==> src/rtl/analog_mux_seq_if.sv <==
// analog_mux_seq_if: command and mux-control bus for analog_mux_seq.
//
// Handshake: a command transfers on a rising clk edge where cmd_valid and
// cmd_ready are both high. cmd_ch, cmd_scan and cmd_dwell must be stable
// whenever cmd_valid is high. cmd_ready is a registered output and does not
// depend combinationally on cmd_valid. stop and ena low override any
// command on the same edge, so no transfer happens on that edge.
interface analog_mux_seq_if #(
    parameter int N_CH    = 16,
    parameter int DWELL_W = 8
);
    logic               ena;
    logic               cmd_valid;
    logic               cmd_ready;
    logic [3:0]         cmd_ch;
    logic               cmd_scan;
    logic [DWELL_W-1:0] cmd_dwell;
    logic               stop;
    logic [N_CH-1:0]    ctrl;
    logic [3:0]         sel_ch;
    logic               busy;
    logic               sample_strobe;

    // Command source side (sequencer owner / testbench)
    modport master (
        output ena, cmd_valid, cmd_ch, cmd_scan, cmd_dwell, stop,
        input  cmd_ready, ctrl, sel_ch, busy, sample_strobe
    );

    // Sequencer side
    modport slave (
        input  ena, cmd_valid, cmd_ch, cmd_scan, cmd_dwell, stop,
        output cmd_ready, ctrl, sel_ch, busy, sample_strobe
    );
endinterface

==> src/rtl/analog_mux_seq.sv <==
// analog_mux_seq: break-before-make sequencer for a bank of analog_mux
// control lines. Each selection is preceded by DEAD_CYCLES all-off cycles,
// then one control line is held for the dwell time, with a sample strobe on
// the final dwell cycle. Single-select parks on the channel (HOLD);
// auto-scan steps to the next channel through another break.
//
// Optional feature: define ANALOG_MUX_SEQ_SCAN_EN to compile in auto-scan.
// Without it cmd_scan is ignored and every command is a single select.
//
// state_dbg exposes the FSM state: 0 IDLE, 1 BREAK, 2 DWELL, 3 HOLD.
module analog_mux_seq #(
    parameter int N_CH        = 16,
    parameter int DEAD_CYCLES = 2,
    parameter int DWELL_W     = 8
) (
    input  logic              clk,
    input  logic              rst,
    analog_mux_seq_if.slave   bus,
    output logic [1:0]        state_dbg
);
    // One counter serves both the break and the dwell phases.
    localparam int CNT_W = (DWELL_W > 4) ? DWELL_W : 4;
    localparam logic [CNT_W-1:0] DEAD_LAST = CNT_W'(DEAD_CYCLES - 1);
    localparam logic [3:0]       CH_MAX    = 4'(N_CH - 1);

    typedef enum logic [1:0] {
        S_IDLE  = 2'd0,
        S_BREAK = 2'd1,
        S_DWELL = 2'd2,
        S_HOLD  = 2'd3
    } state_t;

    state_t             state_q, state_d;
    logic [CNT_W-1:0]   cnt_q, cnt_d;
    logic [DWELL_W-1:0] dwell_q, dwell_d;
    logic [3:0]         sel_q, sel_d;
    logic [N_CH-1:0]    ctrl_q, ctrl_d;
    logic               busy_q, busy_d;
    logic               strobe_q, strobe_d;
    logic               ready_q, ready_d;
`ifdef ANALOG_MUX_SEQ_SCAN_EN
    logic               scan_q, scan_d;
    logic [3:0]         sel_next;
`else
    logic               unused_cmd_scan;
`endif

    logic               accept;
    logic [3:0]         ch_clamped;
    logic [CNT_W-1:0]   dwell_last;

    // A command is taken only when ready, enabled and not being aborted.
    assign accept     = bus.cmd_valid && ready_q && bus.ena && !bus.stop;
    assign ch_clamped = ({1'b0, bus.cmd_ch} >= 5'(N_CH)) ? CH_MAX : bus.cmd_ch;
    // Dwell of 0 behaves like 1, so the last count index is 0 in both cases.
    assign dwell_last = (dwell_q == '0) ? '0 : (CNT_W'(dwell_q) - CNT_W'(1));

`ifdef ANALOG_MUX_SEQ_SCAN_EN
    assign sel_next = (sel_q == CH_MAX) ? 4'd0 : (sel_q + 4'd1);
`else
    assign unused_cmd_scan = bus.cmd_scan;
`endif

    // Next-state and registered-output computation
    always_comb begin
        state_d  = state_q;
        cnt_d    = cnt_q;
        dwell_d  = dwell_q;
        sel_d    = sel_q;
        ctrl_d   = ctrl_q;
        busy_d   = busy_q;
        strobe_d = 1'b0;
`ifdef ANALOG_MUX_SEQ_SCAN_EN
        scan_d   = scan_q;
`endif
        if (!bus.ena || bus.stop) begin
            state_d = S_IDLE;
            ctrl_d  = '0;
            busy_d  = 1'b0;
`ifdef ANALOG_MUX_SEQ_SCAN_EN
            scan_d  = 1'b0;
`endif
        end else if (accept) begin
            // Every new selection, even of the same channel, breaks first.
            state_d = S_BREAK;
            sel_d   = ch_clamped;
            dwell_d = bus.cmd_dwell;
            cnt_d   = DEAD_LAST;
            ctrl_d  = '0;
            busy_d  = 1'b1;
`ifdef ANALOG_MUX_SEQ_SCAN_EN
            scan_d  = bus.cmd_scan;
`endif
        end else begin
            case (state_q)
                S_BREAK: begin
                    if (cnt_q == '0) begin
                        state_d  = S_DWELL;
                        ctrl_d   = N_CH'(1) << sel_q;
                        cnt_d    = dwell_last;
                        strobe_d = (dwell_last == '0);
                    end else begin
                        cnt_d = cnt_q - CNT_W'(1);
                    end
                end
                S_DWELL: begin
                    if (cnt_q != '0) begin
                        cnt_d    = cnt_q - CNT_W'(1);
                        strobe_d = (cnt_q == CNT_W'(1));
                    end else begin
                        state_d = S_HOLD;
                        busy_d  = 1'b0;
`ifdef ANALOG_MUX_SEQ_SCAN_EN
                        if (scan_q) begin
                            state_d = S_BREAK;
                            busy_d  = 1'b1;
                            ctrl_d  = '0;
                            sel_d   = sel_next;
                            cnt_d   = DEAD_LAST;
                        end
`endif
                    end
                end
                default: ;
            endcase
        end
        ready_d = bus.ena && ((state_d == S_IDLE) || (state_d == S_HOLD));
    end

    // State and output registers, cleared asynchronously by rst
    always_ff @(posedge clk or posedge rst) begin
        if (rst) begin
            state_q  <= S_IDLE;
            cnt_q    <= '0;
            dwell_q  <= '0;
            sel_q    <= '0;
            ctrl_q   <= '0;
            busy_q   <= 1'b0;
            strobe_q <= 1'b0;
            ready_q  <= 1'b0;
`ifdef ANALOG_MUX_SEQ_SCAN_EN
            scan_q   <= 1'b0;
`endif
        end else begin
            state_q  <= state_d;
            cnt_q    <= cnt_d;
            dwell_q  <= dwell_d;
            sel_q    <= sel_d;
            ctrl_q   <= ctrl_d;
            busy_q   <= busy_d;
            strobe_q <= strobe_d;
            ready_q  <= ready_d;
`ifdef ANALOG_MUX_SEQ_SCAN_EN
            scan_q   <= scan_d;
`endif
        end
    end

    assign bus.ctrl          = ctrl_q;
    assign bus.sel_ch        = sel_q;
    assign bus.busy          = busy_q;
    assign bus.sample_strobe = strobe_q;
    assign bus.cmd_ready     = ready_q;
    assign state_dbg         = state_q;
endmodule

==> src/flat_wrapper.sv <==
// flat-port wrapper written by rule: the top's interface ports become plain ports
module analog_mux_seq_flat 
#(
    parameter int N_CH        = 16,
    parameter int DEAD_CYCLES = 2,
    parameter int DWELL_W     = 8
)
  (clk, rst, state_dbg, bus_ena, bus_cmd_valid, bus_cmd_ch, bus_cmd_scan, bus_cmd_dwell, bus_stop, bus_cmd_ready, bus_ctrl, bus_sel_ch, bus_busy, bus_sample_strobe);
  analog_mux_seq_if #(.N_CH(N_CH), .DWELL_W(DWELL_W)) bus_i ();
  input  logic clk;
  input  logic rst;
  output logic [1:0] state_dbg;
  input wire logic [$bits(bus_i.ena)-1:0] bus_ena;
  input wire logic [$bits(bus_i.cmd_valid)-1:0] bus_cmd_valid;
  input wire logic [$bits(bus_i.cmd_ch)-1:0] bus_cmd_ch;
  input wire logic [$bits(bus_i.cmd_scan)-1:0] bus_cmd_scan;
  input wire logic [$bits(bus_i.cmd_dwell)-1:0] bus_cmd_dwell;
  input wire logic [$bits(bus_i.stop)-1:0] bus_stop;
  output wire logic [$bits(bus_i.cmd_ready)-1:0] bus_cmd_ready;
  output wire logic [$bits(bus_i.ctrl)-1:0] bus_ctrl;
  output wire logic [$bits(bus_i.sel_ch)-1:0] bus_sel_ch;
  output wire logic [$bits(bus_i.busy)-1:0] bus_busy;
  output wire logic [$bits(bus_i.sample_strobe)-1:0] bus_sample_strobe;
  assign bus_i.ena = bus_ena;
  assign bus_i.cmd_valid = bus_cmd_valid;
  assign bus_i.cmd_ch = bus_cmd_ch;
  assign bus_i.cmd_scan = bus_cmd_scan;
  assign bus_i.cmd_dwell = bus_cmd_dwell;
  assign bus_i.stop = bus_stop;
  assign bus_cmd_ready = bus_i.cmd_ready;
  assign bus_ctrl = bus_i.ctrl;
  assign bus_sel_ch = bus_i.sel_ch;
  assign bus_busy = bus_i.busy;
  assign bus_sample_strobe = bus_i.sample_strobe;
  analog_mux_seq #(.N_CH(N_CH), .DEAD_CYCLES(DEAD_CYCLES), .DWELL_W(DWELL_W)) u_core (.clk(clk), .rst(rst), .bus(bus_i), .state_dbg(state_dbg));
endmodule
==> config.mk <==
export PLATFORM = sky130hd
export DESIGN_NAME = analog_mux_seq_flat
export DESIGN_NICKNAME = d
export VERILOG_FILES = /design/src/rtl/analog_mux_seq_if.sv /design/src/rtl/analog_mux_seq.sv /design/src/flat_wrapper.sv
export SDC_FILE = /design/constraint.sdc
export NUM_CORES = 1
export LEC_CHECK = 0
export ABC_AREA = 1
export CORE_ASPECT_RATIO = 1.4
export CORE_MARGIN = 2
export CORE_UTILIZATION = 40
export CTS_BUF_LIST = sky130_fd_sc_hd__clkbuf_4
export DETAILED_ROUTE_END_ITERATION = 6
export PLACE_DENSITY = 0.61
export SYNTH_ARGS = -nofsm -noshare
export SYNTH_HDL_FRONTEND = slang
export SYNTH_SLANG_ARGS = --single-unit
==> constraint.sdc <==
create_clock -name clk -period 2.9 [get_ports clk]
set_input_delay 0.29 -clock clk [delete_from_list [all_inputs] [get_ports clk]]
set_output_delay 0.29 -clock clk [all_outputs]
set_load 0.05 [all_outputs]
Word-level counts from Yosys, hierarchy flattened
Index checks and enable logic that the tools add are counted.
{"block": "word_totals", "regBits": 41, "input_bits": 18, "output_inout_bits": 25, "wordCells": 62}
{"block": "classes", "n_addsub": 2, "n_eq_ne": 6, "n_shift": 1, "muxes": 23, "n_bitwise": 1, "n_reduce_logical": 21}
{"cell": "2-to-1 mux 16 bit", "count": 4}
{"cell": "2-to-1 mux 8 bit", "count": 4}
{"cell": "zero test 8 bit", "count": 3}
{"cell": "case mux 8 bit (2 select lines)", "count": 1}
{"cell": "<< shifter 1 x 4 -> 16 bit, first input constant", "count": 1}
{"cell": "subtractor 8 x 1 -> 8 bit, second input constant", "count": 2}
{"cell": "nonzero test 3 bit", "count": 4}
{"cell": "== test 8 x 1 -> 1 bit, second input constant", "count": 1}
{"cell": "2-to-1 mux 1 bit", "count": 8}
{"cell": "2-to-1 mux 2 bit", "count": 4}
{"cell": "nonzero test 8 bit", "count": 1}
{"cell": "inequality test 3 x 1 -> 1 bit, second input constant", "count": 2}
{"cell": "AND reduction 2 bit", "count": 3}
{"cell": "== test 2 bit, second input constant", "count": 2}
{"cell": "logical AND 1 bit", "count": 4}
{"cell": "case mux 2 bit (2 select lines)", "count": 1}
{"cell": "AND reduction 3 bit", "count": 1}
{"cell": "== test 2 x 1 -> 1 bit, second input constant", "count": 1}
{"cell": "zero test 1 bit", "count": 2}
{"cell": "zero test 2 bit", "count": 1}
{"cell": "logical OR 1 bit", "count": 2}
{"cell": "case mux 1 bit (2 select lines)", "count": 1}
{"cell": "inverter 1 bit", "count": 1}

Logic depth before layout (Yosys ltp)
{"block": "logic_depth", "word_depth": 8, "ltp_mapped": 11, "ltp_nobuf": 11}

Worst setup path before layout
No wires, ideal clock.
{"block": "synth_timing", "kind": "register to register", "from": "register u_core.state_q[0], in the netlist u_core.state_dbg[0]", "to": "register u_core.cnt_q[6]", "setup_ps": 63, "arrival_time_ps": 1649, "path_slack_ps": 1189, "path_stages_with_launch": 10, "n_path_buf": 0, "period_less_slack_ps": 1711, "cell_sequence": "dfrtp_1 inv_1 ha_1 inv_1 nand3_2 nand2_4 nand2_1 o21ai_1 nand2_1 inv_1"}
{"block": "synth_via", "elab_chain_cells": 3, "word_cells_on_any_way": 7}
{"item": "start, declared", "line_no": "analog_mux_seq.sv:33", "source": "state_t state_q, state_d;"}
{"item": "start signal, assigned", "line_no": "analog_mux_seq.sv:145", "source": "state_q <= state_d;"}
{"item": "== test 2 bit / == test 2 x 1 -> 1 bit (equally long branches)", "line_no": "analog_mux_seq.sv:95", "source": "case (state_q)"}
{"item": "inequality test 3 x 1 -> 1 bit (no source line), or another cell as far along"}
{"item": "AND reduction 3 bit (no source line) / 2-to-1 mux 8 bit (equally long branches)"}
{"item": "end signal, assigned", "line_no": "analog_mux_seq.sv:146", "source": "cnt_q <= cnt_d;"}
{"item": "end, declared", "line_no": "analog_mux_seq.sv:34", "source": "logic [CNT_W-1:0] cnt_q, cnt_d;"}
Parallel ways exist; a longest one is shown, timed or not.
A chain may end at the register's enable or synchronous reset.

Final worst setup path
{"block": "layout_timing", "from": "register u_core.state_q[1], in the netlist u_core.state_dbg[1]", "to": "output port state_dbg[1]"}
{"item": "end, declared", "line_no": "flat_wrapper.sv:12", "source": "output logic [1:0] state_dbg;"}
No word-level cell between the ends.

==> summary.md <==
| Metric | Value |
|---|---|
| Status | `complete, no violations` |
| Worst EP required | `2610 ps` |
| Yosys cell types | `29` |
| Largest delay share family, worst path | `buffers and inverters` |
| Peak VDD IR | `0.000206 V` |
| Synth warnings | `0` |
| Sequential-to-total area share from yosys stat | `44.2%` |
| Pint | `0.871 mW` |
| CTS Hold Bufs | `0` |
| CP Class | `reg -> out` |
| Vias per inst | `4.85` |
| Slowest cell on the critical path | `clkdlybuf4s50_1` |
| Crit path largest cell delay | `840 ps` |
| Combinational share of power | `31.4%` |
| Critical path cell sequence | `clkdlybuf4s50_1` |
| CTS tree | `done` |
| Share of power burned in registers | `48.7%` |
| # IOs | `43` |
| Final Hold Fails | `0` |
| Die Y | `94.1 µm` |
| PortBufs | `41` |
| Final setup violation count | `0` |
| GRT overflow | `0` |
| Final Critical Period | `1950 ps` |
| First-pass GRT wire length | `8.62 mm` |
| Layout cells sized above 1 | `7.85%` |
| Fmax | `0.514 GHz` |
| Row Count | `32` |
| Syn avg cell area | `7.79 µm²` |
| CTS resizes | `0` |
| Clock Path Buffers | `2` |
| Type of origin of the critical path | `flop` |
| WL met3 | `130 µm` |
| Clk pwr share | `19.9%` |
| Tightest Pin Transition | `553 ps` |
| Average wire per standard cell | `12.2 µm` |
| CTS Buf Count | `5` |
| Vias | `1999` |
| CTS H-Tree Depth | `2` |
| Worst Path Arrival | `1660 ps` |
| Crit-path max FO | `6` |
| Design Area, Final | `2850 µm²` |
| Initial antenna violation count | `0` |
| DIE WIDTH | `68.4 µm` |
| Top Layer Used | `met4` |
| Area of the mapped netlist | `2320 µm²` |
| Full die area | `6440 µm²` |
| Metal1 wirelength | `2.18 mm` |
| Overall global routing resource usage | `17.6%` |
| Worst Clk Skew | `7.70 ps` |
| Slew headroom | `63.1%` |
| Switching share of power | `38.3%` |
| CORE AREA | `5570 µm²` |
| Sink Count | `41` |
| P&R area growth vs syn | `22.7%` |
| CP endpoint kind | `output pin` |
| Worst-path clk slew | `120 ps` |
| Postcts setup bufs | `0` |
| Placer Congestion | `0.866` |
| Initial Utilization | `41.7%` |
| Final critical-path share of the clock period | `67.1%` |
| Total wire length | `5.04 mm` |
| NetSw | `0.541 mW` |
| RSZ-0062 raised after global routing | `no` |
| Vias in the first global route | `2022` |
| First-pass DRT Iterations | `4` |
| Area after DPL | `2790 µm²` |
| Fin nets | `368` |
| N_diodes | `0` |
| Hpwl dp | `3.94 mm` |
| CTS root buf | `clkbuf_4` |
| Syn_nets | `323` |
| Leak | `1.40 nW` |
| Power Density | `496 nW/µm²` |
| # DRC | `0` |
| Buf/Inv on CP | `1` |
| Gate Count Post-Synth | `298` |
| Worst Hold Class | `in -> async` |
| #FFs+latches synth | `41` |
| 1st-iter DRT viols | `81` |
| Final Slew Violations | `0` |
| Max-Cap Viols | `0` |
| ANT nets after route | `0` |
| Setup TNS Final | `0 ps` |
| Worst-Skew Late Latency | `340 ps` |
| Largest net degree at the start of global routing | `29` |
| Met2 Wirelength | `2.63 mm` |
## sequential cells by signal, summed over array words and instances, names as in the netlist
register                  count
u_core.bus.ctrl              16
u_core.cnt_q                  8
u_core.dwell_q                8
u_core.bus.sel_ch             4
u_core.state_dbg              2
u_core.bus.busy               1
u_core.bus.cmd_ready          1
u_core.bus.sample_strobe      1
## cell type report
cell class	count	area (µm²)
timing repair buffer	43	425
clock inverter	3	17.5
inverter	44	165
sequential	41	1030
clock buffer	5	37.5
fill	580	2720
tap	68	85.1
multi-input combinational	208	1090
## layer usage
layer	vias to the layer above	global-route usage, %
met3	10	3.36
li1	1045	-
met4	0	8.17
met1	904	19.5
met2	40	31.3
met5	-	0
## cells in the final DEF (no fill, tap or decap)
master	Yosys	final
o211ai_1	3	3
o22ai_1	1	1
buf_4	0	2
nor3_1	2	2
nand2_2	4	4
o21ai_1	11	11
ha_1	7	7
o21ai_0	20	20
dfrtp_1	41	41
inv_2	2	2
nor2_4	3	3
xnor2_1	1	1
nand2_4	2	2
nand2_1	85	85
o41ai_1	2	2
nor3_4	1	1
clkdlybuf4s50_1	0	41
o31ai_1	2	2
o211a_1	1	1
nand3_2	2	2
nor2_8	2	2
inv_1	42	42
nor2_1	24	24
clkinvlp_4	0	1
a31oi_1	1	1
a21oi_2	1	1
clkbuf_4	0	5
nand3_1	22	22
clkinv_2	0	2
xor2_1	2	2
a21oi_1	5	5
nand4_1	4	4
## power groups by stage
stage | logic (mW) | registers (mW) | clock network (mW)
3_3_place_gp | 0.442 | 0.699 | 0
6_report | 0.444 | 0.687 | 0.281
5_1_grt | 0.499 | 0.698 | 0.324
2_1_floorplan | 0.257 | 0.755 | 0
4_1_cts | 0.449 | 0.688 | 0.302
3_5_place_dp | 0.447 | 0.699 | 0
## path summary, 6_finish.rpt
path / from / end / slack [ps] / cells past startpoint
hold / removal: rst / u_core.dwell_q[4] / 280 / 2
max in group asynchronous: rst / u_core.cnt_q[7] / 1870 / 3
setup / recovery: u_core.state_dbg[1] / state_dbg[1] / 950 / 1
min in group clk: bus_cmd_dwell[6] / u_core.dwell_q[6] / 490 / 3
setup reg to reg: u_core.cnt_q[0] / u_core.cnt_q[4] / 1120 / 11
hold reg to reg: u_core.bus.ctrl[0] / u_core.bus.ctrl[0] / 500 / 2
## per-stage QoR
stage / power [mW] / worst slack (ps) / cells / utilization [%] / hold slack, ps
finish: 1.41 / 953 / 412 / 51.2 / 285
CTS: 1.44 / 933 / 412 / 51.2 / 283
global placement: 1.14 / 854 / 404 / 50.2 / 468
floorplan: 1.01 / 1190 / 298 / - / 400
global route: 1.52 / 890 / 412 / 51.2 / 320
detailed placement: 1.15 / 852 / 404 / 50.2 / 473
## cell usage after synthesis (all sizes together)
| cell | instances | share of area [%] |
|---|---|---|
| ha | 7 | 3.8 |
| nand3 | 24 | 5.6 |
| inv | 44 | 7.1 |
| o211a | 1 | 0.43 |
| nor3 | 3 | 1.1 |
| a21oi | 6 | 1.5 |
| xor2 | 2 | 0.75 |
| buf | 5 | 1.6 |
| a31oi | 1 | 0.27 |
| dfrtp | 41 | 44 |
| o21ai | 31 | 6.7 |
| o22ai | 1 | 0.27 |
| o41ai | 2 | 0.75 |
| nor2 | 29 | 7.1 |
| o31ai | 2 | 0.65 |
| xnor2 | 1 | 0.38 |
| o211ai | 3 | 0.97 |
| nand2 | 91 | 16 |
| nand4 | 4 | 1.1 |
## cell families after synthesis
group	share of synthesized area, %
fa+ha+maj	3.77
buf+inv	8.73
compound gates	11.5
flops	44.2
xor+xnor	1.13
simple gates	30.7
No activity file was read; power rests on OpenSTA's default activity.
